==> config.mk <==
export PLATFORM = sky130hd
export DESIGN_NAME = hazard_unit
export DESIGN_NICKNAME = d
export VERILOG_FILES = /design/src/rtl/pcpu_pkg.sv /design/src/rtl/inflight_slot.sv /design/src/rtl/hazard_unit.sv
export SDC_FILE = /design/constraint.sdc
export NUM_CORES = 1
export LEC_CHECK = 0
export ABC_AREA = 0
export CAP_MARGIN = 20
export CELL_PAD_IN_SITES_DETAIL_PLACEMENT = 1
export CELL_PAD_IN_SITES_GLOBAL_PLACEMENT = 1
export CORE_UTILIZATION = 30
export CTS_CLUSTER_DIAMETER = 100
export CTS_CLUSTER_SIZE = 12
export DETAILED_ROUTE_END_ITERATION = 6
export PLACE_DENSITY = 0.74
export SLEW_MARGIN = 20
export SYNTH_ARGS = -nofsm -noshare
export SYNTH_HDL_FRONTEND = slang
export SYNTH_SLANG_ARGS = --single-unit
==> constraint.sdc <==
create_clock -name clk -period 2 [get_ports clk]
set_clock_uncertainty 0.2 [all_clocks]
set_input_delay 0.4 -clock clk [delete_from_list [all_inputs] [get_ports clk]]
set_output_delay 0.4 -clock clk [all_outputs]
set_load 0.05 [all_outputs]
==> src/rtl/pcpu_pkg.sv <==
// Shared pipeline-control definitions: register-address width, the
// "operand comes from the register file" selector value, and the
// multi-cycle-unit occupancy states.
package pcpu_pkg;

    localparam int REG_ADDR_W = 5;
    localparam int FWD_SEL_RF = 0;

    typedef enum logic {
        IDLE = 1'b0,
        BUSY = 1'b1
    } mdu_state_t;

endpackage

==> src/rtl/inflight_slot.sv <==
// One entry of the in-flight writer table. Captures the instruction
// description presented on its inputs every cycle and reports whether
// the held writer supplies either ID source operand.
module inflight_slot #(
    parameter int REG_ADDR_W = 5
) (
    input  logic                  clk,
    input  logic                  rst_n,
    input  logic                  in_valid,
    input  logic                  in_wreg,
    input  logic [REG_ADDR_W-1:0] in_dst,
    input  logic                  in_is_load,
    input  logic [REG_ADDR_W-1:0] rs,
    input  logic [REG_ADDR_W-1:0] rt,
    input  logic                  use_rs,
    input  logic                  use_rt,
    output logic                  valid,
    output logic                  wreg,
    output logic [REG_ADDR_W-1:0] dst,
    output logic                  is_load,
    output logic                  match_rs,
    output logic                  match_rt
);

    // A slot is a real producer only if it holds a valid, register-writing
    // instruction whose destination is not the hard-wired zero register.
    logic producer;

    // Slot contents advance every cycle; reset empties the slot at once.
    always_ff @(posedge clk or negedge rst_n) begin
        if (!rst_n) begin
            valid   <= 1'b0;
            wreg    <= 1'b0;
            dst     <= '0;
            is_load <= 1'b0;
        end else begin
            valid   <= in_valid;
            wreg    <= in_wreg;
            dst     <= in_dst;
            is_load <= in_is_load;
        end
    end

    // Operand match against the instruction currently in ID.
    always_comb begin
        producer = valid & wreg & (dst != '0);
        match_rs = producer & use_rs & (dst == rs);
        match_rt = producer & use_rt & (dst == rt);
    end

endmodule

==> src/rtl/hazard_unit.sv <==
// Pipeline hazard unit: operand forwarding selects, load-use and
// multi-cycle-unit stalls, and branch flush for the ID stage.
//
// Handshake: the ID instruction is taken (accepted) on a rising edge
// when id_valid=1 and stall=0 on that cycle; while stall=1 the same
// instruction must be held in ID. flush is only raised for an accepted
// taken branch, so a stalled branch is re-evaluated the next cycle.
module hazard_unit #(
    parameter int REG_ADDR_W = pcpu_pkg::REG_ADDR_W,
    parameter int FWD_DEPTH  = 2,
    parameter int MDU_LAT    = 4,
    localparam int FWD_W     = $clog2(FWD_DEPTH + 1)
) (
    input  logic                  clk,
    input  logic                  rst_n,
    input  logic                  id_valid,
    input  logic [REG_ADDR_W-1:0] id_rs,
    input  logic [REG_ADDR_W-1:0] id_rt,
    input  logic                  id_use_rs,
    input  logic                  id_use_rt,
    input  logic                  id_wreg,
    input  logic [REG_ADDR_W-1:0] id_dst,
    input  logic                  id_is_load,
    input  logic                  id_is_mdu,
    input  logic                  id_branch_taken,
    output logic [FWD_W-1:0]      fwda,
    output logic [FWD_W-1:0]      fwdb,
    output logic                  stall,
    output logic                  flush,
    output logic                  mdu_busy
);

    import pcpu_pkg::*;

    localparam int CNT_W = $clog2(MDU_LAT);

    // In-flight table, index 0 is the youngest slot (stage 1).
    logic [FWD_DEPTH-1:0]  s_valid;
    logic [FWD_DEPTH-1:0]  s_wreg;
    logic [REG_ADDR_W-1:0] s_dst [FWD_DEPTH];
    logic [FWD_DEPTH-1:0]  s_is_load;
    logic [FWD_DEPTH-1:0]  match_rs;
    logic [FWD_DEPTH-1:0]  match_rt;

    // Multi-cycle unit tracking; mdu_state is the observable FSM state.
    mdu_state_t       mdu_state;
    mdu_state_t       mdu_state_d;
    logic [CNT_W-1:0] mdu_cnt;
    logic [CNT_W-1:0] mdu_cnt_d;

    logic load_use;
    logic mdu_stall;
    logic accepted;

    // The oldest slot's contents fall off the end of the table.
    logic unused_tail;
    assign unused_tail = ^{s_valid[FWD_DEPTH-1], s_wreg[FWD_DEPTH-1],
                           s_dst[FWD_DEPTH-1], s_is_load[FWD_DEPTH-1]};

    for (genvar k = 0; k < FWD_DEPTH; k++) begin : g_slot
        logic                  in_valid;
        logic                  in_wreg;
        logic [REG_ADDR_W-1:0] in_dst;
        logic                  in_is_load;

        if (k == 0) begin : g_head
            // A stalled or empty ID stage enters the table as a bubble.
            assign in_valid   = accepted;
            assign in_wreg    = id_wreg;
            assign in_dst     = id_dst;
            assign in_is_load = id_is_load;
        end else begin : g_body
            assign in_valid   = s_valid[k-1];
            assign in_wreg    = s_wreg[k-1];
            assign in_dst     = s_dst[k-1];
            assign in_is_load = s_is_load[k-1];
        end

        inflight_slot #(
            .REG_ADDR_W (REG_ADDR_W)
        ) u_slot (
            .clk        (clk),
            .rst_n      (rst_n),
            .in_valid   (in_valid),
            .in_wreg    (in_wreg),
            .in_dst     (in_dst),
            .in_is_load (in_is_load),
            .rs         (id_rs),
            .rt         (id_rt),
            .use_rs     (id_use_rs),
            .use_rt     (id_use_rt),
            .valid      (s_valid[k]),
            .wreg       (s_wreg[k]),
            .dst        (s_dst[k]),
            .is_load    (s_is_load[k]),
            .match_rs   (match_rs[k]),
            .match_rt   (match_rt[k])
        );
    end

    // Forwarding select: the youngest matching producer wins.
    always_comb begin
        fwda = FWD_W'(FWD_SEL_RF);
        fwdb = FWD_W'(FWD_SEL_RF);
        for (int k = FWD_DEPTH - 1; k >= 0; k--) begin
            if (match_rs[k]) fwda = FWD_W'(k + 1);
            if (match_rt[k]) fwdb = FWD_W'(k + 1);
        end
    end

    // Stall, accept and flush decisions for the ID instruction.
    always_comb begin
        load_use  = (match_rs[0] | match_rt[0]) & s_is_load[0];
        // On the final busy cycle the unit frees up, so a waiting MDU op
        // may issue back-to-back instead of stalling.
        mdu_stall = (mdu_state == BUSY) & id_is_mdu & (mdu_cnt != '0);
        stall     = id_valid & (load_use | mdu_stall);
        accepted  = id_valid & ~stall;
        flush     = id_valid & id_branch_taken & ~stall;
        mdu_busy  = (mdu_state == BUSY);
    end

    // MDU state and countdown registers.
    always_ff @(posedge clk or negedge rst_n) begin
        if (!rst_n) begin
            mdu_state <= IDLE;
            mdu_cnt   <= '0;
        end else begin
            mdu_state <= mdu_state_d;
            mdu_cnt   <= mdu_cnt_d;
        end
    end

    // MDU next state: count down MDU_LAT cycles per accepted operation.
    always_comb begin
        mdu_state_d = mdu_state;
        mdu_cnt_d   = mdu_cnt;
        case (mdu_state)
            IDLE: begin
                if (accepted && id_is_mdu) begin
                    mdu_state_d = BUSY;
                    mdu_cnt_d   = CNT_W'(MDU_LAT - 1);
                end
            end
            BUSY: begin
                if (mdu_cnt == '0) begin
                    if (accepted && id_is_mdu) begin
                        mdu_state_d = BUSY;
                        mdu_cnt_d   = CNT_W'(MDU_LAT - 1);
                    end else begin
                        mdu_state_d = IDLE;
                        mdu_cnt_d   = '0;
                    end
                end else begin
                    mdu_cnt_d = mdu_cnt - CNT_W'(1);
                end
            end
            default: begin
                mdu_state_d = IDLE;
                mdu_cnt_d   = '0;
            end
        endcase
    end

endmodule

# Yosys cells after proc, flatten, opt, wreduce, memory -nomap -nowiden

Cells that the tools add are included.

Register bits: 18
Bits of input ports: 24
Logic and storage cells: 54

$add $sub $neg: 1
Equality and inequality tests: 5
Mux-type cells: 11
Bitwise logic cells: 23
Reductions and logical operators: 5

Operators by type and width:

| operator              | count |
|---|---|
| $eq A5 B5 Y1          | 4 |
| $and A1 B1 Y1         | 19 |
| $mux W2               | 7 |
| $reduce_bool A5 Y1    | 2 |
| $pmux W2 S2           | 1 |
| $logic_not A2 Y1      | 1 |
| $mux W1               | 2 |
| $ne A2 B2 Y1 const B  | 1 |
| $not A1 Y1            | 2 |
| $or A1 B1 Y1          | 2 |
| $pmux W1 S2           | 1 |
| $reduce_bool A2 Y1    | 1 |
| $sub A2 B1 Y2 const B | 1 |
| $logic_and A1 B1 Y1   | 1 |

# Logic depth before layout (Yosys ltp)

Depth after elaboration: 14
Mapped depth: 5
Gate-level depth less buffers: 5

# Cells and area by module

From an unflattened synthesis, not the netlist that was laid out.

Cell total of the unflattened synthesis: 77
Area, all modules: 912.1 um^2

By module, submodules not included:

| module        | instances | cells an instance | area each (um^2) |
|---|---|---|---|
| inflight_slot | 2         | 26                | 336.6 |
| hazard_unit   | 1         | 25                | 239.0 |

# Least setup slack after synthesis

No wires, ideal clock.

Path kind: reg-to-output
From: register g_slot[0].u_slot.dst[1]
To: output port fwda[1]
Arrival time: 2.327 ns
Path slack: -0.927 ns
Stages on the path, launching flop included: 5
Path buffers: 0
Cells stage by stage: dfrtp_1 or4_1 o211ai_2 nor2_1 nor3_1

Cells in the longest elaborated chain, start to end: 5
Elaborated cells on any way between the ends: 6
Those cells by class: 1 x eq/ne; 1 x mux; 3 x bitwise; 1 x reduce/logical

Ends and longest elaborated chain:

| item                          | line                | source |
|---|---|---|
| start: declaration            | inflight_slot.sv:19 | `output logic [REG_ADDR_W-1:0] dst,` |
| start signal: assignment      | inflight_slot.sv:39 | `dst <= in_dst;` |
| $reduce_bool A5 Y1            | inflight_slot.sv:46 | `producer = valid & wreg & (dst != '0);` |
| $and A1 B1 Y1                 | inflight_slot.sv:46 |  |
| $and A1 B1 Y1                 | inflight_slot.sv:47 | `match_rs = producer & use_rs & (dst == rs);` |
| $and A1 B1 Y1 *               | inflight_slot.sv:47 |  |
| net g_slot[0].u_slot.match_rs | inflight_slot.sv:21 | `output logic match_rs,` |
| $mux W2 *                     | hazard_unit.sv:106  | `if (match_rs[k]) fwda = FWD_W'(k + 1);` |
| end: declaration              | hazard_unit.sv:26   | `output logic [FWD_W-1:0] fwda,` |

Mark *: on every way through the listed nets, which the timed path passes. The rest lies on a longest branch.

# Worst setup path in the final report

From: register g_slot[0].u_slot.dst[2]
To: output port flush

Cells in the longest elaborated chain, start to end: 10
Elaborated cells on any way between the ends: 14
Those cells by class: 2 x eq/ne; 11 x bitwise; 1 x reduce/logical

Ends and longest elaborated chain:

| item                                          | line                                     | source |
|---|---|---|
| $reduce_bool A5 Y1                            | inflight_slot.sv:46                      |  |
| $and A1 B1 Y1                                 | inflight_slot.sv:46                      |  |
| $and A1 B1 Y1 (on tied branches) (2 in a row) | inflight_slot.sv:47, inflight_slot.sv:48 |  |
| $or A1 B1 Y1 *                                | hazard_unit.sv:113                       | `load_use = (match_rs[0] \| match_rt[0]) & s_is_load[0];` |
| $and A1 B1 Y1 *                               | hazard_unit.sv:113                       |  |
| $or A1 B1 Y1 *                                | hazard_unit.sv:117                       | `stall = id_valid & (load_use \| mdu_stall);` |
| $and A1 B1 Y1 *                               | hazard_unit.sv:117                       |  |
| $not A1 Y1 *                                  | hazard_unit.sv:119                       | `flush = id_valid & id_branch_taken & ~stall;` |
| $and A1 B1 Y1 *                               | hazard_unit.sv:119                       |  |
| end: declaration                              | hazard_unit.sv:29                        | `output logic flush,` |

Every way passes the cells marked *; elsewhere a longest branch is shown, timed or not.

==> out/metrics.yaml <==
power_and_ir_drop:
  ir_drop_mv: 0.524
  leakage_nw: 0.733
  internal-power_w: 0.000767
  p_sw_frac: 0.355
  cellPowerDensity_mw_per_mm2: 716
  seq_power_share: 0.412
  switchingPower_w: 0.000423
  p_clk_frac: 0.183
  combPwrFrac: 0.406
synth:
  yosysUniqueCellTypes: 27
  yosysSeqAreaShare: 0.499
  yosys_warnings: 0
  synth_fp_nets: 101
  synth_area_sq_um: 903
  syn_inst: 77
  synth.avg_cell_area_sq_um: 11.7
  ys_ff_latch: 18
layout:
  fin_area_sq_mm: 0.00166
  syn_to_final_growth_pct: 84.1
  stdcell_count: 175
  nNetsFinal: 169
  multiInputGateArea_sq_um: 505
  drive_above_1_share: 0.431
  antennaDiodeCount: 0
  fill_cells: 319
  ff_latch_area_sq_um: 450
setup_path:
  start_kind: "flop"
  setup.worst_path.class: "reg -> out"
  crit_required_ps: 1400
  critPathSlowestCell: "or4_4"
  max_stage_delay_ps: 550
  crit_path_end_kind: "output pin"
  crit_path_max_fanout: 4
  worstPathArrival_ps: 2120
  reg2reg_slack_ps: -590
  path_cells: "or4_4 > o211ai_4 > nor2_4 > a21boi_4 > nor3b_4 > buf_6"
routing:
  vias: 895
  routed_via_density: 5.11
  wl_per_cell_microns: 17.4
  drt_first_iter_violations: 23
  routed_wl_mm: 3.04
  drtPass1Iterations: 6
  drc_errors: 6
  antenna_left: 0
floorplanning:
  placementRows: 19
  start_util: 0.322
  die_w_microns: 56.9
  core-area_sq_mm: 0.00281
  dieArea_sq_mm: 0.00323
  pin_count: 31
  die_h_microns: 56.9
global_routing:
  grt_pass1_wl_mm: 4.69
  overflow: 0
  grt_antenna_before_repair: 0
  globalRouteTotalUtil: 0.196
  grt_pass1_vias: 970
  grt_max_degree: 19
run_status:
  status: "complete, but fails checks"
  violations: "DRC, setup timing"
clocking:
  clkSlewWorstSetupHoldPaths_ps: 100
  clock-root-buffer: "clkbuf_4"
  clkSinkCount: 18
  insertion_delay_ps: 280
  postCtsHoldBufs: 0
  numCtsBuffers: 3
  cts_tree: "yes"
  clock_tree.buffer_depth: 2
  cts_max_level: 1
timing:
  min_period_over_period: 1.36
  whs_ps: 230
  slew_viol_final: 0
  setup_viol: 10
  max_freq_mhz: 368
  grt_setup_unrepaired: "yes"
  hold_viol_final: 0
  slew_headroom: 0.634
  tightest_slew_ps: 535
  setup_slack_ps: -720
  fin_crit_ps: 2720
place:
  place_area_sq_mm: 0.00146
  dp_hpwl_mm: 2.03
  dp.cells: 160
  place_congestion: 0.791
  io_buffers: 30
hold_path:
  min_path_type: "in -> async"
job:
  max_cap_viol_count: 0
==> synthesized netlist by cell type, drive strengths merged <==
master | instances | area share
a2111oi | 1 | 0.0097
a211oi | 1 | 0.0083
a21boi | 1 | 0.021
a21o | 1 | 0.0083
a21oi | 2 | 0.011
a221oi | 1 | 0.0097
a31oi | 1 | 0.0069
buf | 2 | 0.017
dfrtp | 18 | 0.50
inv | 2 | 0.0083
nand2 | 3 | 0.012
nand3 | 4 | 0.033
nor2 | 4 | 0.019
nor3 | 2 | 0.011
nor3b | 1 | 0.014
nor4 | 4 | 0.042
o211ai | 3 | 0.030
o21a | 1 | 0.0083
o21ai | 2 | 0.011
or4 | 2 | 0.017
xnor2 | 4 | 0.039
xor2 | 17 | 0.16
==> stage by stage <==
stage	setup WS, ps	utilization	total power [W]	setup TNS (ps)
final	-720	0.593	0.00119	-4860
after global routing	-780	0.593	0.00124	-5530
after CTS	-686	0.566	0.00113	-4500
after detailed placement	-695	0.520	0.000893	-5060
after global placement	-678	0.520	0.000864	-4670
after floorplan	-425	-	0.000680	-1400
==> timing repair <==
item,CTS,global route
buffers inserted,8,3
resized for setup,10,11
endpoints found under the setup margin,8,10
hold endpoints to repair,0,0
pin swaps,4,4
==> placed cells by master (no fill, tap or decap), types with 2 or more instances in the layout <==
| master | instances |
|---|---|
| buf_6 | 10 |
| nor2_1 | 2 |
| a21oi_1 | 2 |
| nor3_4 | 2 |
| nor4_2 | 3 |
| buf_4 | 29 |
| nand2_1 | 3 |
| o211ai_1 | 2 |
| nand3_2 | 2 |
| buf_12 | 3 |
| inv_1 | 2 |
| nand3_1 | 2 |
| clkbuf_4 | 3 |
| clkdlybuf4s50_1 | 20 |
| dlymetal6s2s_1 | 2 |
| xnor2_1 | 4 |
| dfrtp_1 | 18 |
| xor2_1 | 17 |
==> registers in the layout (all words and copies together) (netlist names) <==
register               cells
g_slot.u_slot.dst         10
g_slot.u_slot.is_load      1
g_slot.u_slot.wreg         2
mdu_cnt                    2
mdu_busy                   1
g_slot.u_slot.valid        2
==> per-layer routing <==
metal | routed length, microns | GRT usage | vias to the layer above
li1 | - | - | 410
met1 | 1190 | 0.237 | 439
met2 | 1640 | 0.354 | 38
met3 | 136 | 0.00691 | 8
met4 | 72 | 0.0976 | 0
met5 | 0 | 0 | -
==> cell type report <==
cell class	count	share of cell area
Multi-Input combinational cell	55	0.304
Tap cell	31	0.0233
Clock buffer	4	0.0218
Inverter	2	0.00451
Timing Repair Buffer	65	0.375
Sequential cell	18	0.271
==> critical path, delay by kind of cell (launching register included) <==
family	cells	cell delay (ps)
compound gates	2	460
buf+inv	1	180
flops	1	400
simple gates	3	790
==> cells by family (layout without fill, tap and decap cells) <==
logic type	count (synthesis)	after routing	synth area share
AO/OA/AOI/OAI	14	14	0.125
buffers and inverters	4	71	0.0249
XOR/XNOR	21	21	0.204
flip-flops	18	18	0.499
AND/OR/NAND/NOR	20	20	0.148
==> final timing paths <==
path,end,cells after the start,from
max,flush,6,g_slot[0].u_slot.dst[2]
min,mdu_cnt[1],2,rst_n
max reg2reg,mdu_cnt[0],12,g_slot[0].u_slot.dst[2]
min reg2reg,g_slot[1].u_slot.valid,0,g_slot[0].u_slot.valid
max in group asynchronous,g_slot[1].u_slot.dst[3],2,rst_n
min in group clk,g_slot[1].u_slot.valid,0,g_slot[0].u_slot.valid
==> power groups by stage <==
stage	combinational [W]	sequential [W]	clock (W)
floorplan	0.000163	0.000517	0
global placement	0.000387	0.000477	0
detailed placement	0.000406	0.000488	0
CTS	0.000434	0.000479	0.000220
global route	0.000514	0.000496	0.000234
finish	0.000483	0.000490	0.000217
No activity file was read; power rests on OpenSTA's default activity.
